`src/rtl/mul_chain_pkg.sv`:
```
// Shared types and constants for the bf16 power-series multiplier chain.
package mul_chain_pkg;

   localparam int N_STAGES_DEFAULT = 6;
   localparam int EXP_BIAS         = 127;

   localparam logic [15:0] BF16_QNAN = 16'h7FC0;
   localparam logic [14:0] BF16_MAXF = 15'h7F7F;

   typedef struct packed {
      logic       sign;
      logic [7:0] exp;
      logic [6:0] frac;
   } bf16_t;

   typedef enum logic [1:0] {
      RNE = 2'b00,
      RTZ = 2'b01,
      RUP = 2'b10,
      RDN = 2'b11
   } round_mode_e;

endpackage

```
`src/rtl/mul_chain_bf16_mul.sv`:
```
// Combinational bf16 x bf16 multiply with selectable rounding; subnormals read as zero
// and tiny results flush to signed zero.
module bf16_mul
   import mul_chain_pkg::*;
(
   input  bf16_t       a,
   input  bf16_t       b,
   input  round_mode_e mode,
   output bf16_t       result
);

   logic        sign;
   logic        a_zero, b_zero, a_inf, b_inf, a_nan, b_nan;
   logic [15:0] prod;
   logic [6:0]  frac_pre;
   logic        guard, sticky, inc;
   logic [7:0]  frac_sum;
   logic [9:0]  exp_sum, exp_norm, exp_rnd;
   logic        ovf, unf;

   assign sign   = a.sign ^ b.sign;
   assign a_zero = (a.exp == 8'h00);
   assign b_zero = (b.exp == 8'h00);
   assign a_inf  = (a.exp == 8'hFF) && (a.frac == 7'h00);
   assign b_inf  = (b.exp == 8'hFF) && (b.frac == 7'h00);
   assign a_nan  = (a.exp == 8'hFF) && (a.frac != 7'h00);
   assign b_nan  = (b.exp == 8'hFF) && (b.frac != 7'h00);

   // Product of 1.x mantissas lies in [1,4); prod[15] marks the one-bit renormalize.
   assign prod     = {8'h00, 1'b1, a.frac} * {8'h00, 1'b1, b.frac};
   assign frac_pre = prod[15] ? prod[14:8] : prod[13:7];
   assign guard    = prod[15] ? prod[7]    : prod[6];
   assign sticky   = prod[15] ? |prod[6:0] : |prod[5:0];

   // Exponent is kept as a 10-bit two's-complement value so under/overflow are plain compares.
   assign exp_sum  = {2'b00, a.exp} + {2'b00, b.exp} - 10'(EXP_BIAS);
   assign exp_norm = exp_sum + {9'h000, prod[15]};

   // Round-increment decision for the selected mode.
   always_comb begin
      inc = 1'b0;
      case (mode)
         RNE:     inc = guard & (sticky | frac_pre[0]);
         RTZ:     inc = 1'b0;
         RUP:     inc = ~sign & (guard | sticky);
         RDN:     inc = sign & (guard | sticky);
         default: inc = 1'b0;
      endcase
   end

   // A carry out of the fraction means the mantissa rolled to 2.0: fraction wraps to zero.
   assign frac_sum = {1'b0, frac_pre} + {7'h00, inc};
   assign exp_rnd  = exp_norm + {9'h000, frac_sum[7]};
   assign ovf      = ($signed(exp_rnd) >= 10'sd255);
   assign unf      = ($signed(exp_rnd) < 10'sd1);

   // Special-case priority, then overflow per mode, then flush, then the normal result.
   always_comb begin
      result = '0;
      if (a_nan || b_nan || (a_inf && b_zero) || (b_inf && a_zero)) begin
         result = bf16_t'(BF16_QNAN);
      end else if (a_inf || b_inf) begin
         result = bf16_t'({sign, 8'hFF, 7'h00});
      end else if (a_zero || b_zero) begin
         result = bf16_t'({sign, 15'h0000});
      end else if (ovf) begin
         case (mode)
            RNE:     result = bf16_t'({sign, 8'hFF, 7'h00});
            RTZ:     result = bf16_t'({sign, BF16_MAXF});
            RUP:     result = sign ? bf16_t'({1'b1, BF16_MAXF}) : bf16_t'({1'b0, 8'hFF, 7'h00});
            RDN:     result = sign ? bf16_t'({1'b1, 8'hFF, 7'h00}) : bf16_t'({1'b0, BF16_MAXF});
            default: result = bf16_t'({sign, 8'hFF, 7'h00});
         endcase
      end else if (unf) begin
         result = bf16_t'({sign, 15'h0000});
      end else begin
         result = bf16_t'({sign, exp_rnd[7:0], frac_sum[6:0]});
      end
   end

endmodule

```
`src/rtl/mul_chain_bf16.sv`:
```
// Pipelined chain computing p_k = a * b^(k+1); each stage multiplies the previous
// lane by the b that travels alongside the item, one stage per clock.
module mul_chain_bf16
   import mul_chain_pkg::*;
#(
   parameter int N_STAGES = N_STAGES_DEFAULT
) (
   input  logic                  clk,
   input  logic                  rst,
   input  logic [31:0]           mul_ins,
   input  logic                  mul_stb,
   input  logic [1:0]            mode,
   output logic [32*N_STAGES-1:0] outputs,
   output logic [N_STAGES-1:0]   final_output_stbs
);

   bf16_t       lane_q [N_STAGES];
   bf16_t       b_q    [N_STAGES];
   round_mode_e mode_q [N_STAGES];
   logic [N_STAGES-1:0] vld_q;

   bf16_t       a_in   [N_STAGES];
   bf16_t       b_in   [N_STAGES];
   round_mode_e m_in   [N_STAGES];
   logic [N_STAGES-1:0] v_in;
   bf16_t       res    [N_STAGES];

   // Stage 0 takes the fresh operands; every later stage takes its predecessor's registers.
   always_comb begin
      a_in[0] = bf16_t'(mul_ins[31:16]);
      b_in[0] = bf16_t'(mul_ins[15:0]);
      m_in[0] = round_mode_e'(mode);
      v_in    = '0;
      v_in[0] = mul_stb;
      for (int k = 1; k < N_STAGES; k++) begin
         a_in[k] = lane_q[k-1];
         b_in[k] = b_q[k-1];
         m_in[k] = mode_q[k-1];
         v_in[k] = vld_q[k-1];
      end
   end

   for (genvar k = 0; k < N_STAGES; k++) begin : g_stage
      bf16_mul u_mul (
         .a      (a_in[k]),
         .b      (b_in[k]),
         .mode   (m_in[k]),
         .result (res[k])
      );
   end

   // Pipeline registers: valids advance every cycle, data only loads with its valid.
   always_ff @(posedge clk) begin
      if (rst) begin
         vld_q <= '0;
         for (int k = 0; k < N_STAGES; k++) begin
            lane_q[k] <= '0;
            b_q[k]    <= '0;
            mode_q[k] <= RNE;
         end
      end else begin
         vld_q <= v_in;
         for (int k = 0; k < N_STAGES; k++) begin
            if (v_in[k]) begin
               lane_q[k] <= res[k];
               b_q[k]    <= b_in[k];
               mode_q[k] <= m_in[k];
            end
         end
      end
   end

   // Lanes are presented as fp32 with the bf16 in the upper half.
   always_comb begin
      outputs = '0;
      for (int k = 0; k < N_STAGES; k++) begin
         outputs[32*k +: 32] = {lane_q[k], 16'h0000};
      end
   end

   assign final_output_stbs = vld_q;

endmodule

```
`config.mk`:
```
export PLATFORM = sky130hd
export DESIGN_NAME = mul_chain_bf16
export DESIGN_NICKNAME = d
export VERILOG_FILES = /design/src/rtl/mul_chain_pkg.sv /design/src/rtl/mul_chain_bf16_mul.sv /design/src/rtl/mul_chain_bf16.sv
export SDC_FILE = /design/constraint.sdc
export NUM_CORES = 1
export LEC_CHECK = 0
export ABC_AREA = 1
export BUFFER_PORTS_ARGS = -buffer_cell sky130_fd_sc_hd__buf_2
export CAP_MARGIN = 20
export CORE_ASPECT_RATIO = 1.75
export CORE_MARGIN = 4
export CORE_UTILIZATION = 40
export CTS_CLUSTER_DIAMETER = 60
export DETAILED_ROUTE_END_ITERATION = 10
export GPL_TIMING_DRIVEN = 1
export PLACE_DENSITY = 0.69
export SETUP_SLACK_MARGIN = 0.3
export SYNTH_ARGS = -nofsm -noshare
export SYNTH_HDL_FRONTEND = slang
export SYNTH_HIERARCHICAL = 1
export SYNTH_SLANG_ARGS = --single-unit
export TNS_END_PERCENT = 30
```
`constraint.sdc`:
```
create_clock -name clk -period 22.6 [get_ports clk]
set_clock_uncertainty 0.1 [all_clocks]
set_input_delay 6.78 -clock clk [delete_from_list [all_inputs] [get_ports clk]]
set_output_delay 6.78 -clock clk [all_outputs]
set_load 0.05 [all_outputs]
```
Word-level counts from Yosys, hierarchy flattened
Memories as Yosys holds them, arrays and structs flattened.
Index checks and enable logic that the tools add are counted.
{ "totals": {"word_cells": 372, "mem_bits_rw": 204, "output_inout_bits": 198, "register_bits": 6, "n_memories": 3, "in_bits": 37} }
{ "classes": {"mul": 6, "magnitude_cmp": 12, "n_eq_ne": 30, "n_mux": 110, "n_bitwise": 60, "reduce_logical": 120, "n_addsub": 30} }
{ "mem_list": {"columns": ["memory", "depth", "word_bits", "rd", "rd_ports_with_merged_regs", "wr", "line", "text"], "rows": [
  ["b_q", 6, 16, 5, 0, 6, "mul_chain_bf16.sv:18", "bf16_t b_q [N_STAGES];"],
  ["lane_q", 6, 16, 6, 0, 6, "mul_chain_bf16.sv:17", "bf16_t lane_q [N_STAGES];"],
  ["mode_q", 6, 2, 5, 0, 6, "mul_chain_bf16.sv:19", "round_mode_e mode_q [N_STAGES];"]
]} }
{ "op_table": {"columns": ["operator", "count"], "rows": [
  ["$mux 16", 48],
  ["$pmux 16 s4", 6],
  ["$add 10x1->10", 12],
  ["$eq 8x8->1 const B", 12],
  ["$logic_not 8->1", 12],
  ["$mul 8x8->16", 6],
  ["$mux 15", 6],
  ["$logic_not 7->1", 12],
  ["$reduce_bool 7->1", 12],
  ["$ge 10x9->1 const B", 6],
  ["$lt 10x2->1 const B", 6],
  ["$sub 10x7->10 const B", 6],
  ["$add 8x8->9", 6],
  ["$add 7x1->8", 6],
  ["$mux 7", 6],
  ["$reduce_or 7->1", 6],
  ["$logic_and 1x1->1", 36],
  ["$reduce_or 6->1", 6],
  ["$mux 1", 32],
  ["$logic_or 1x1->1", 30],
  ["$or 1x1->1", 30],
  ["$eq 2x2->1 const B", 12],
  ["$pmux 1 s4", 6],
  ["$and 1x1->1", 18],
  ["other kinds (5)", 30]
]} }

Longest topological paths before layout
Gate-level depths: netlist of the first run.
An unclocked memory read counts as a cell.
{ "logic_depth": {"word_depth": 16, "mapped_depth": 47, "depth_no_buf": 46} }

By module
The synthesis of the first run kept the hierarchy.
{ "modules_own_cells": {"columns": ["mod", "cells_per_inst", "n_inst", "seq_area_each_um2", "area_each_um2"], "rows": [
  ["bf16_mul (g_stage[0].u_mul ...)", 579, 3, 0.0, 3671.0],
  ["mul_chain_bf16", 702, 1, 5705.5, 8274.2],
  ["bf16_mul (g_stage[3].u_mul)", 586, 1, 0.0, 3717.3],
  ["bf16_mul (g_stage[4].u_mul)", 571, 1, 0.0, 3642.2],
  ["bf16_mul (g_stage[5].u_mul)", 576, 1, 0.0, 3543.4]
]} }

Worst setup path before layout of the first run
OpenSTA, ideal clock, no wires.
{ "synth_timing": {"path_type": "input -> register", "startpoint": "input port mul_ins[20]", "endpoint": "memory lane_q[0][12] in the netlist's numbering, data pin", "stages": 44, "setup_time_ns": 0.251, "path_slack_ns": 9.251, "arrival_ns": 12.998, "path_buffers": 1, "required_time_ns": 22.249, "path_cell_list": "clkbuf_1 nand2_1 fa_1 inv_1 fa_1 fa_1 inv_1 fa_1 inv_1 ha_1 nand2_2 inv_1 nand2_2 nand2_1 nand2_2 nand3_2 nand2_4 nand2_8 [8 not listed] fa_1 fa_1 nand3_1 nand2_1 nand3_1 nand2_1 nand2_1 nand2_1 nor3_1 nand3_1 nand2_1 nand2_4 inv_2 o21ai_1 nand2_1 nand2_1 inv_1 nor2_1"} }
{ "synth_lines": {"columns": ["item", "line", "text"], "rows": [
  ["start, declared", "mul_chain_bf16.sv:10", "input logic [31:0] mul_ins,"],
  ["end, declared", "mul_chain_bf16.sv:17", null]
]} }

==> results of run 1 <==
[worst min-delay path: stages, from the launching register on]
cell and delay (ns):
edfxtp_1 0.39, inv_1 0.05, nor2_1 0.09
[logic make-up after synthesis]
| family | synth area share (%) |
|---|---|
| buffers and inverters | 17.7 |
| AND/OR/NAND/NOR | 29.5 |
| AO/OA/AOI/OAI | 3.67 |
| flip-flops | 18.9 |
| XOR/XNOR | 2.06 |
| other | 0.0124 |
| adder cells (fa/ha/maj) | 27.8 |
| multiplexers | 0.365 |
[cell usage in the layout (no fill, tap or decap), types with 7 or more instances in the layout]
master,instances
a21oi_1,78
a21oi_2,15
buf_2,138
clkbuf_16,17
clkinv_1,7
conb_1,96
edfxtp_1,186
fa_1,228
ha_1,306
inv_1,1024
inv_2,39
mux2i_1,11
nand2_1,1030
nand2_2,78
nand2_4,22
nand3_1,195
nand3_2,37
nand3b_1,16
nand4_1,61
nor2_1,291
nor2_2,79
nor2_4,9
nor3_1,27
nor4_1,29
o21ai_0,27
o21ai_1,24
o21ai_2,7
o21bai_1,7
or2_2,11
xnor2_1,27
xor2_1,33
[layout make-up]
type	instances	area [µm²]
sequential	192	5710
clock buffer	17	425
clock inverter	15	166
timing repair buffer	143	748
antenna	1	2.50
fill	7765	43200
multi-input combinational	2801	19500
tap	1012	1270
inverter	1069	4010
[worst min path at each step]
stage                             start                  endpoint  slack (ns)
2_1_floorplan   b_q[0][0]$_SDFFCE_PN0P_  b_q[0][16]$_SDFFCE_PN0P_        0.44
3_3_place_gp   b_q[0][47]$_SDFFCE_PN0P_  b_q[0][63]$_SDFFCE_PN0P_        0.52
3_5_place_dp   b_q[0][31]$_SDFFCE_PN0P_  b_q[0][47]$_SDFFCE_PN0P_        0.53
4_1_cts        b_q[0][31]$_SDFFCE_PN0P_  b_q[0][47]$_SDFFCE_PN0P_        0.55
5_1_grt        b_q[0][31]$_SDFFCE_PN0P_  b_q[0][47]$_SDFFCE_PN0P_        0.59
6_report       b_q[0][31]$_SDFFCE_PN0P_  b_q[0][47]$_SDFFCE_PN0P_        0.54
[power breakdown]
part	switching, W	internal, W
Sequential	0.0000658	0.000421
Clock	0.000154	0.000148
Combinational	0.00127	0.000679
[flip-flops by register name (all words and copies together) (netlist names)]
signal	flops
mode_q	10
final_output_stbs	6
b_q	80
lane_q	96
[metrics by stage]
step | hold WS [ns] | instance area, µm² | total power, W | util [%] | setup slack [ns]
4_1_cts | 0.551 | 31800 | 0.00276 | 42.4 | 9.13
5_1_grt | 0.595 | 31800 | 0.00306 | 42.4 | 8.51
3_5_place_dp | 0.527 | 31200 | 0.00245 | 41.6 | 8.63
6_report | 0.543 | 31800 | 0.00274 | 42.4 | 9.13
3_3_place_gp | 0.523 | 31200 | 0.00242 | 41.6 | 8.69
2_1_floorplan | 0.439 | 30500 | 0.00208 | - | 9.25
[per-layer routing]
metal	global-route usage [%]	vias to the layer above	routed length (µm)
li1	-	12530	-
met1	18.4	11586	26000
met5	0	-	0
met3	2.26	129	3070
met2	36.2	471	39200
met4	6.66	0	2420
==> flow_summary.yaml, run 1 <==
worst_setup_path:
  r2r_end: "lane_q[3][6]$_SDFFCE_PN0P_"
  endpoint_kind: "register"
  cp_slowest_cell: "fa_1"
  r2r_cells: 44
  critPathBufInv: 10
  crit_type: "primary input to register"
  cp.arrival_ns: 13.59
  reg2reg_slack_ns: 14.61
  crit_family: "adder cells"
  cp_max_fo: 15
  cp-endpoint: "lane_q[0][7]$_SDFFCE_PN0P_"
  cp.depth: 46
  worstSetupStartpointType: "primary input"
  max_stage_delay_ns: 0.54
  timing.rr.start: "lane_q[2][2]$_SDFFCE_PN0P_"
  cp.required_ns: 22.72
  crit_path_frequent_cell: "inv_1"
  crit_start: "mul_ins[6]"
cts:
  cts_buffer_depth: 2
  clockRootBuffer: "clkbuf_16"
  clock_latency_ns: 0.47
  clk_pin_slew_ns: 0.09
  cts_tree: "yes"
  cts_resized: 0
  h-tree-depth: 4
  clock_sinks: 192
  numCtsBuffers: 17
  cts-hold-fix-buffers: 0
  cts_setup_buffers: 0
global_routing:
  grt_max_degree: 36
  grt_first_pass_wirelength_um: 118000
  grt_pass1_vias: 25349
  grt_usage_pct: 17.9
  antenna_found_initial: 1
  grt_overflow_total: 0
die:
  dieArea_um2: 80100
  num_rows: 133
  die_w_um: 216
  coreArea_um2: 75100
  ios: 235
  start_util_pct: 40.2
  die_height_um: 371
logic_synthesis:
  synth_cell_types: 54
  synthTopCellsByCount: "1,030 x nand2_1, 1,024 x inv_1, 306 x ha_1, 291 x nor2_1, 228 x fa_1"
  synth_seq_cells: 192
  yosys_warnings: 6
  synth_top_cell_by_area: "edfxtp_1"
  yosysMostFrequentCell: "nand2_1"
  synth_area_leaders: "edfxtp_1 19%, fa_1 15%, nand2_1 13%, inv_1 13%, ha_1 13%"
  synth.yosys.seq_area_share_pct: 18.9
  synth_ff_type: "edfxtp_1"
  async_reset_ff_share_pct: 0
  synth_edf_count: 186
  syn_avg_cell_area_um2: 7.24
  synth_area_um2: 30200
  syn_inst: 4172
  synth_top_area_share_pct: 18.5
timing:
  finalCritPeriodShare_pct: 59.6
  setup_viol: 0
  drv_slew: 0
  max_clock_freq_mhz: 74.2
  tns_ns: 0
  period_minus_slack_ns: 13.47
  maxSlewHeadroom_pct: 44.3
  final_hold_viol_count: 0
  tightest_slew_ns: 0.829
  rsz0062_at_grt: "no"
place:
  placed_cells: 5217
  numPortBuffers: 138
  gp_congestion: 0.921
  dp_hpwl_um: 60400
routing:
  num_vias: 24716
  drc: 0
  final_antenna_net_count: 0
  routed_wl_um: 70700
  drtIter0Drc: 1435
  firstDrtPassIters: 7
  vias_per_cell: 4.71
  detail_route.wl_per_cell_um: 13.5
power_and_ir_drop:
  p_per_area_nw_per_um2: 86.0
  vdd_drop_max_mv: 0.0586
  leakage_nw: 18.8
run_status:
  status: "completed"
worst_hold_path:
  holdPathStages: 2
  hold_path_class: "register to register"
final_layout:
  area_growth_pct: 5.38
  fin_nets: 4795
  drive_above_1_share_pct: 11.8
  stdcell_count: 5250
run:
  max_cap_violations: 0
(Power assumes the default switching activity.)
==> run 2: changes to the inputs <==
clock period = 13.66 ns   (was 22.6 ns; I/O delays follow)
==> flow_summary.yaml, run 2 (same netlist as run 1, synthesis figures left out) <==
routing:
  firstDrtPassIters: 5
  num_vias: 24839
  vias_per_cell: 4.73
  final_antenna_net_count: 0
  drtIter0Drc: 1219
  detail_route.wl_per_cell_um: 13.5
  drc: 0
  routed_wl_um: 70800
timing:
  drv_slew: 0
  rsz0062_at_grt: "no"
  final_hold_viol_count: 0
  tightest_slew_ns: 0.810
  setup_viol: 0
  period_minus_slack_ns: 10.80
  maxSlewHeadroom_pct: 45.5
  max_clock_freq_mhz: 92.6
  finalCritPeriodShare_pct: 79.1
  tns_ns: 0
place:
  gp_congestion: 0.920
  placedInstanceArea_um2: 31200
  numPortBuffers: 138
  dp_hpwl_um: 60400
worst_setup_path:
  cp_slowest_cell: "fa_1"
  worstSetupStartpointType: "primary input"
  max_stage_delay_ns: 0.56
  cp.arrival_ns: 10.92
  crit_type: "primary input to register"
  cp.required_ns: 13.78
  endpoint_kind: "register"
  cp_max_fo: 15
final_layout:
  largest_reg_flops: 96
  final_cell_mix: "1,030 x nand2_1, 1,024 x inv_1, 306 x ha_1"
  area_growth_pct: 5.48
  regMostFlops: "lane_q"
  layout_commonest_cell: "nand2_1"
  fin_nets: 4795
  reg_top3: "lane_q x96, b_q x80, mode_q x10"
  fin_area_um2: 31800
  drive_above_1_share_pct: 11.8
power_and_ir_drop:
  leakage_nw: 18.9
  vdd_drop_max_mv: 0.0954
  p_clk_share_pct: 11.6
  power_frac_comb_pct: 70.7
  p_sw_w: 0.00246
  p_per_area_nw_per_um2: 143
  seqPwrFrac_pct: 17.7
  switching_share_pct: 53.9
  internal-power_w: 0.00210
global_routing:
  grt_pass1_vias: 25331
  grt_max_degree: 36
  grt_first_pass_wirelength_um: 119000
  antenna_found_initial: 1
  grt_usage_pct: 18.0
  grt_overflow_total: 0
cts:
  cts_setup_buffers: 0
  clockRootBuffer: "clkbuf_16"
  cts-hold-fix-buffers: 0
  clock_latency_ns: 0.46
  numCtsBuffers: 17
  cts_buffer_depth: 2
  cts_resized: 0
  clk_pin_slew_ns: 0.08
  h-tree-depth: 4
  clock_sinks: 192
  cts_tree: "yes"
die:
  start_util_pct: 40.2
  coreArea_um2: 75100
  num_rows: 133
  ios: 235
  die_height_um: 371
  die_w_um: 216
  dieArea_um2: 80100
run:
  max_cap_violations: 0
worst_hold_path:
  hold_path_class: "register to register"
run_status:
  status: "completed"
## run 2: area by class of cell
class / count / area, µm²
antenna: 1 / 2.50
clock buffer: 18 / 429
clock inverter: 14 / 191
fill: 7770 / 43200
inverter: 1069 / 4010
multi-input combinational: 2801 / 19500
sequential: 192 / 5710
tap: 1012 / 1270
timing repair buffer: 143 / 748
## run 2: power by group through the flow
stage	clock (W)	sequential (W)	combinational [W]
floorplan	0	0.000834	0.00261
global placement	0	0.000819	0.00318
detailed placement	0	0.000820	0.00323
global route	0.000570	0.000814	0.00370
CTS	0.000544	0.000807	0.00325
finish	0.000531	0.000807	0.00322
## run 2: routing by layer
metal,vias to the layer above,routed length (µm),track usage (%)
met1,11691,26200,18.4
met4,0,2840,7.29
li1,12529,-,-
met3,146,2820,2.31
met5,-,0,0
met2,473,39000,36.0
## run 2: final timing paths
check	start	to	slack [ns]	depth (start not counted)
min reg2reg	final_output_stbs[4]$_SDFF_PP0_	final_output_stbs[5]$_SDFF_PP0_	0.56	2
max	mul_ins[6]	lane_q[0][7]$_SDFFCE_PN0P_	2.86	44
max reg2reg	lane_q[2][2]$_SDFFCE_PN0P_	lane_q[3][6]$_SDFFCE_PN0P_	5.64	44
min	final_output_stbs[4]$_SDFF_PP0_	final_output_stbs[5]$_SDFF_PP0_	0.56	2
## run 2: critical path, delay by kind of cell
family | cells | cell delay, ns
adders and majority gates | 8 | 3.53
buffers and inverters | 8 | 0.67
and+or+nand+nor | 26 | 2.29
AOI/OAI and AO/OA | 1 | 0.18
muxes | 1 | 0.14
## run 2: through the flow
step | hold slack [ns] | setup slack [ns] | total power, W | instances | utilization [%]
after CTS | 0.560 | 2.86 | 0.00460 | 5249 | 42.4
final | 0.556 | 2.86 | 0.00456 | 5250 | 42.4
after global placement | 0.522 | 2.45 | 0.00400 | 5216 | 41.6
after detailed placement | 0.536 | 2.38 | 0.00405 | 5217 | 41.6
after floorplan | 0.439 | 2.99 | 0.00344 | 4267 | -
after global routing | 0.600 | 2.27 | 0.00509 | 5249 | 42.4
